[src/rtl/fifo_uart_tx.sv]
// fifo_uart_tx
//   Read-side consumer for the team FIFO. Pops a word whenever the FIFO is
//   non-empty and the transmitter is idle. Each word goes out on an asynchronous
//   serial line as: start bit (0), B data bits LSB first, optional even parity
//   bit, STOP_BITS stop bits (1). The line idles high.
//
// Parameters
//   B             data bits per word, must match the FIFO word width
//   CLKS_PER_BIT  clk cycles per serial bit, >= 2
//   STOP_BITS     number of stop bits, 1 or 2
//
// Ports
//   clk           in   system clock, rising edge
//   reset         in   asynchronous, active-low reset
//   fifo_empty    in   FIFO empty flag; fifo_r_data is valid while low
//   fifo_r_data   in   FIFO head word (first-word-fall-through)
//   fifo_rd       out  one-cycle pop strobe, FIFO samples it on the same edge
//   tx            out  registered serial line, idles high
//   tx_busy       out  high while a frame is in progress
//   tx_done_tick  out  one-cycle pulse in the last cycle of the stop period
//
// Configuration
//   FIFO_UART_TX_PARITY_EN  when defined, an even-parity bit follows the data
//                           bits. When undefined, DATA goes straight to STOP.

module fifo_uart_tx #(
  parameter int B            = 8,
  parameter int CLKS_PER_BIT = 16,
  parameter int STOP_BITS    = 1
) (
  input  logic         clk,
  input  logic         reset,
  input  logic         fifo_empty,
  input  logic [B-1:0] fifo_r_data,
  output logic         fifo_rd,
  output logic         tx,
  output logic         tx_busy,
  output logic         tx_done_tick
);

  // Elaboration-time parameter checks
  if (CLKS_PER_BIT < 2) begin : g_bad_clks_per_bit
    $error("fifo_uart_tx: CLKS_PER_BIT must be >= 2");
  end
  if (STOP_BITS != 1 && STOP_BITS != 2) begin : g_bad_stop_bits
    $error("fifo_uart_tx: STOP_BITS must be 1 or 2");
  end

  // The tick counter must reach the longest period, which is the stop period.
  localparam int TW = $clog2(STOP_BITS * CLKS_PER_BIT);
  localparam int BW = $clog2(B + 1);

  localparam logic [TW-1:0] BIT_LAST  = TW'(CLKS_PER_BIT - 1);
  localparam logic [TW-1:0] STOP_LAST = TW'(STOP_BITS * CLKS_PER_BIT - 1);
  localparam logic [BW-1:0] DATA_LAST = BW'(B - 1);

  localparam logic [2:0] IDLE   = 3'd0;
  localparam logic [2:0] START  = 3'd1;
  localparam logic [2:0] DATA   = 3'd2;
  localparam logic [2:0] STOP   = 3'd3;
`ifdef FIFO_UART_TX_PARITY_EN
  localparam logic [2:0] PARITY = 3'd4;
`endif

  logic [2:0]    state, state_next;
  logic [TW-1:0] tick_cnt, tick_next;
  logic [BW-1:0] bit_cnt, bit_next;
  logic [B-1:0]  shreg, shreg_next;
  logic          tx_next;
`ifdef FIFO_UART_TX_PARITY_EN
  logic          parity_q, parity_next;
`endif

  // Next-state logic. Both counters return to zero on every state change so
  // each state counts its own period from zero. The pop strobe is held off
  // while reset is asserted so nothing is consumed during reset.
  always_comb begin
    state_next   = state;
    tick_next    = tick_cnt + 1'b1;
    bit_next     = bit_cnt;
    shreg_next   = shreg;
    fifo_rd      = 1'b0;
    tx_done_tick = 1'b0;
`ifdef FIFO_UART_TX_PARITY_EN
    parity_next  = parity_q;
`endif

    case (state)
      IDLE: begin
        tick_next = '0;
        bit_next  = '0;
        if (reset && !fifo_empty) begin
          fifo_rd    = 1'b1;
          shreg_next = fifo_r_data;
          state_next = START;
`ifdef FIFO_UART_TX_PARITY_EN
          parity_next = ^fifo_r_data;
`endif
        end
      end

      START: begin
        if (tick_cnt == BIT_LAST) begin
          tick_next  = '0;
          bit_next   = '0;
          state_next = DATA;
        end
      end

      DATA: begin
        if (tick_cnt == BIT_LAST) begin
          tick_next  = '0;
          shreg_next = shreg >> 1;
          if (bit_cnt == DATA_LAST) begin
            bit_next = '0;
`ifdef FIFO_UART_TX_PARITY_EN
            state_next = PARITY;
`else
            state_next = STOP;
`endif
          end else begin
            bit_next = bit_cnt + 1'b1;
          end
        end
      end

`ifdef FIFO_UART_TX_PARITY_EN
      PARITY: begin
        if (tick_cnt == BIT_LAST) begin
          tick_next  = '0;
          state_next = STOP;
        end
      end
`endif

      STOP: begin
        if (tick_cnt == STOP_LAST) begin
          tx_done_tick = 1'b1;
          tick_next    = '0;
          state_next   = IDLE;
        end
      end

      default: begin
        tick_next  = '0;
        bit_next   = '0;
        state_next = IDLE;
      end
    endcase
  end

  // The line level is derived from where the FSM is going next, so the
  // registered tx lines up exactly with the state it belongs to.
  always_comb begin
    tx_next = 1'b1;
    case (state_next)
      START:   tx_next = 1'b0;
      DATA:    tx_next = shreg_next[0];
`ifdef FIFO_UART_TX_PARITY_EN
      PARITY:  tx_next = parity_next;
`endif
      default: tx_next = 1'b1;
    endcase
  end

  // State, counters, shift register and the registered line output.
  always_ff @(posedge clk or negedge reset) begin
    if (!reset) begin
      state    <= IDLE;
      tick_cnt <= '0;
      bit_cnt  <= '0;
      shreg    <= '0;
      tx       <= 1'b1;
    end else begin
      state    <= state_next;
      tick_cnt <= tick_next;
      bit_cnt  <= bit_next;
      shreg    <= shreg_next;
      tx       <= tx_next;
    end
  end

`ifdef FIFO_UART_TX_PARITY_EN
  // Parity is captured at pop time because the shift register is consumed
  // by the time the parity bit goes out.
  always_ff @(posedge clk or negedge reset) begin
    if (!reset) begin
      parity_q <= 1'b0;
    end else begin
      parity_q <= parity_next;
    end
  end
`endif

  assign tx_busy = (state != IDLE);

endmodule

[config.mk]
export PLATFORM = sky130hd
export DESIGN_NAME = fifo_uart_tx
export DESIGN_NICKNAME = d
export VERILOG_FILES = /design/src/rtl/fifo_uart_tx.sv
export SDC_FILE = /design/constraint.sdc
export NUM_CORES = 1
export LEC_CHECK = 0
export BUFFER_PORTS_ARGS = -buffer_cell sky130_fd_sc_hd__buf_2
export CORE_ASPECT_RATIO = 1.2
export CORE_MARGIN = 2
export CORE_UTILIZATION = 55
export DETAILED_ROUTE_END_ITERATION = 10
export GPL_TIMING_DRIVEN = 0
export PLACE_DENSITY = 0.77
export SYNTH_ARGS = -nofsm -noshare
export SYNTH_HDL_FRONTEND = slang
export SYNTH_SLANG_ARGS = --single-unit
[constraint.sdc]
create_clock -name clk -period 2.1 [get_ports clk]
set_clock_uncertainty 0.1 [all_clocks]
set_input_delay 0.42 -clock clk [delete_from_list [all_inputs] [get_ports clk]]
set_output_delay 0.42 -clock clk [all_outputs]
set_load 0.005 [all_outputs]
==> results.py <==
metrics = {
    "clocking": {
        "cts-root-buf": "clkbuf_4",
        "numCtsBuffers": 3,
        "cts_tree": "yes",
        "cts.clk_slew.worst_paths_ps": 110,
        "cts_buffer_depth": 2,
        "insertion_delay_ps": 300,
        "h-tree-depth": 1,
        "cts.sinks": 20,
    },
    "power": {
        "internal_power_uw": 592.3,
        "p_sw_share_pct": 23.53,
        "totalPowerFinal_uw": 774.6,
        "p_per_area_nw_per_um2": 617.9,
        "p_sw_uw": 182.3,
        "leakagePower_nw": 0.5900,
        "seqPwrFrac_pct": 57.2,
        "peakVddDrop_v": 0.0005325,
        "comb_power_share_pct": 14.2,
        "clkPwrFrac_pct": 28.6,
    },
    "sta": {
        "rsz0062_at_grt": "true",
        "relSlewSlack_pct": 45.20,
        "fin_ws_ps": -30.78,
        "hold_viol_final": 0,
        "timing.final.crit_share_pct": 101.5,
        "min_period_ps": 2131,
        "drv_slew": 0,
        "holdWs_ps": 213.1,
        "fmax_mhz": 469.3,
        "tightestPinTransition_ps": 822.0,
        "setup_viol": 1,
    },
    "routing": {
        "drc_errors": 0,
        "wl_mm": 1.960,
        "drtAntennaViolNets": 0,
        "detail_route.iter0.violations": 14,
        "firstDrtPassIters": 4,
        "vias": 790,
        "via_per_inst": 5.643,
        "wl_per_cell_um": 14.00,
    },
    "global_routing": {
        "grt_max_degree": 20,
        "grt_usage_pct": 21.14,
        "antenna_found_initial": 0,
        "grt_pass1_vias": 825,
        "overflow": 0,
        "grt_first_pass_wirelength_mm": 3.525,
    },
    "floorplanning": {
        "core_um2": 1829,
        "die_area_um2": 2278,
        "ioPinCount": 15,
        "die_h_um": 51.89,
        "fp-row-count": 17,
        "initial_utilization_pct": 57.46,
        "die_w_um": 43.91,
    },
    "logic_synthesis": {
        "avgSynthCellArea_um2": 10.95,
        "ys_types": 37,
        "ys_warn_count": 0,
        "synth.top_cells.by_count": "19 x dfrtp_1, 7 x a21o_2, 7 x a22o_2, 7 x nor2_1",
        "synthArstFlopShare_pct": 100.0,
        "synth_area_leader_cell": "dfrtp_1",
        "ys_top_cells_by_area": "dfrtp_1 45%, a22o_2 6.7%, a21o_2 5.8%, buf_6 3.2%, dfstp_2 2.5%",
        "ys_seq_area_share_pct": 47.74,
        "synth_top_area_share_pct": 45.24,
        "synthFlopType": "dfrtp_1",
        "mappedNetlistArea_um2": 1051,
        "synth_cells": 96,
        "synth.net_count": 109,
        "synth.ff_latch_count": 20,
        "yosysMostFrequentCell": "dfrtp_1",
        "synth_edf_count": 0,
    },
    "hold_path": {
        "hp-start": "fifo_r_data[7]",
        "holdPathStages": 3,
        "min_path_type": "input pin to flop",
        "min_to": "shreg[7]",
    },
    "worst_setup_path": {
        "worst-setup-path-type": "flop to primary output",
        "crit_required_ps": 1580,
        "worstRegToRegCells": 5,
        "endpoint_kind": "primary output",
        "timing.rr.end": "shreg[2]",
        "reg2reg_slack_ps": 170,
        "cp-start-kind": "flop",
        "cp_max_fo": 2,
        "arrival_ps": 1610,
        "r2r-start": "tick_cnt[0]",
    },
    "placement": {
        "placed_cell_area_um2": 1145,
        "hpwl_mm": 1.312,
        "routabilityCongestion": 0.7415,
        "io_buffers": 14,
    },
    "finish": {
        "fill_cells": 138,
        "nets": 135,
        "fin_util_pct": 68.54,
        "area_growth_pct": 19.29,
        "final_area_um2": 1254,
        "antenna_cells": 0,
        "regArea_um2": 501.7,
        "multi_input_area_um2": 500.5,
        "final_layout_size_suffix_gt1_share_pct": 39.67,
    },
    "status": {
        "violations": "negative setup slack",
        "status": "finished with violations",
    },
    "run": {
        "cap_viol_max_count": 0,
    },
}
critical path, cell delays in order (launching register included):
cell and delay [ps]:
dfrtp_1 390, buf_6 110, or3_4 390, nor3b_4 210
buf_6 130, buf_6 80
layer usage:
layer  global-route usage [%]  vias to the layer above  share of wire [%]
li1                         -                      402                  -
met1                    27.09                      369                 45
met2                    35.78                       15                 50
met3                    2.083                        4                3.4
met4                    9.091                        0                1.5
met5                        0                        -                  0
how the worst max path moves through the flow:
stage               slack (ps)         from        to  cells past startpoint
detailed placement          40  tick_cnt[0]  shreg[2]                      5
finish                     -30     state[2]   fifo_rd                      5
floorplan                  310     state[0]   fifo_rd                      4
global placement            80  tick_cnt[0]  shreg[0]                      5
CTS                        -60     state[2]   fifo_rd                      5
global route               -80     state[2]   fifo_rd                      5
timing repair:
item / 4_1_cts / 5_1_grt
hold buffers: 2 / 0
setup endpoints to repair: 1 / 27
buffers inserted: 4 / 1
gates resized for setup: 1 / 2
pin swaps: 2 / 1
hold endpoints to repair: 19 / 0
power groups by stage:
stage	Clock (mW)	Combinational [mW]	Sequential, mW
after floorplan	0	0.0679	0.445
after global placement	0	0.0968	0.448
after detailed placement	0	0.0990	0.450
after CTS	0.229	0.110	0.443
after global routing	0.236	0.125	0.448
final	0.221	0.110	0.443
sequential cells by signal, indices dropped and copies added (netlist names):
name and count:
tick_cnt 4, bit_cnt 4, state 3, tx 1
shreg 8
cell type report:
class	instances	area share [%]
clock buffer	4	2.894
inverter	3	0.8982
timing repair buffer	21	10.88
multi-input combinational	68	39.92
buffer	5	3.493
sequential	20	40.02
tap	19	1.896
cells in the final DEF, fill, tap and decap left out, types with 2 or more instances in the layout:
master,instances
nand2_1,5
a21o_2,7
nor3_1,3
a21oi_1,5
nand4_1,2
buf_4,5
dfrtp_1,19
buf_2,15
buf_6,4
a22o_2,7
o21ai_0,5
nor2_1,7
clkbuf_4,3
inv_1,3
nand3b_1,3
ha_1,2
stage by stage:
stage               setup slack [ps]  setup TNS, ps  instances
detailed placement             36.65              0        129
CTS                           -58.11         -58.11        139
floorplan                      312.9              0         96
finish                        -30.78         -30.78        140
global route                  -83.85         -83.85        140
global placement               79.71              0        129
cell families after synthesis:
group | Yosys count | synth area share, %
muxes | 1 | 0.9524
DFF | 20 | 47.74
other | 1 | 0.3568
AOI/OAI and AO/OA | 31 | 22.50
adders and majority gates | 3 | 3.333
buffers and inverters | 8 | 5.238
and+or+nand+nor | 31 | 19.05
xor gates and xnor gates | 1 | 0.8335
(Power assumes the default switching activity.)
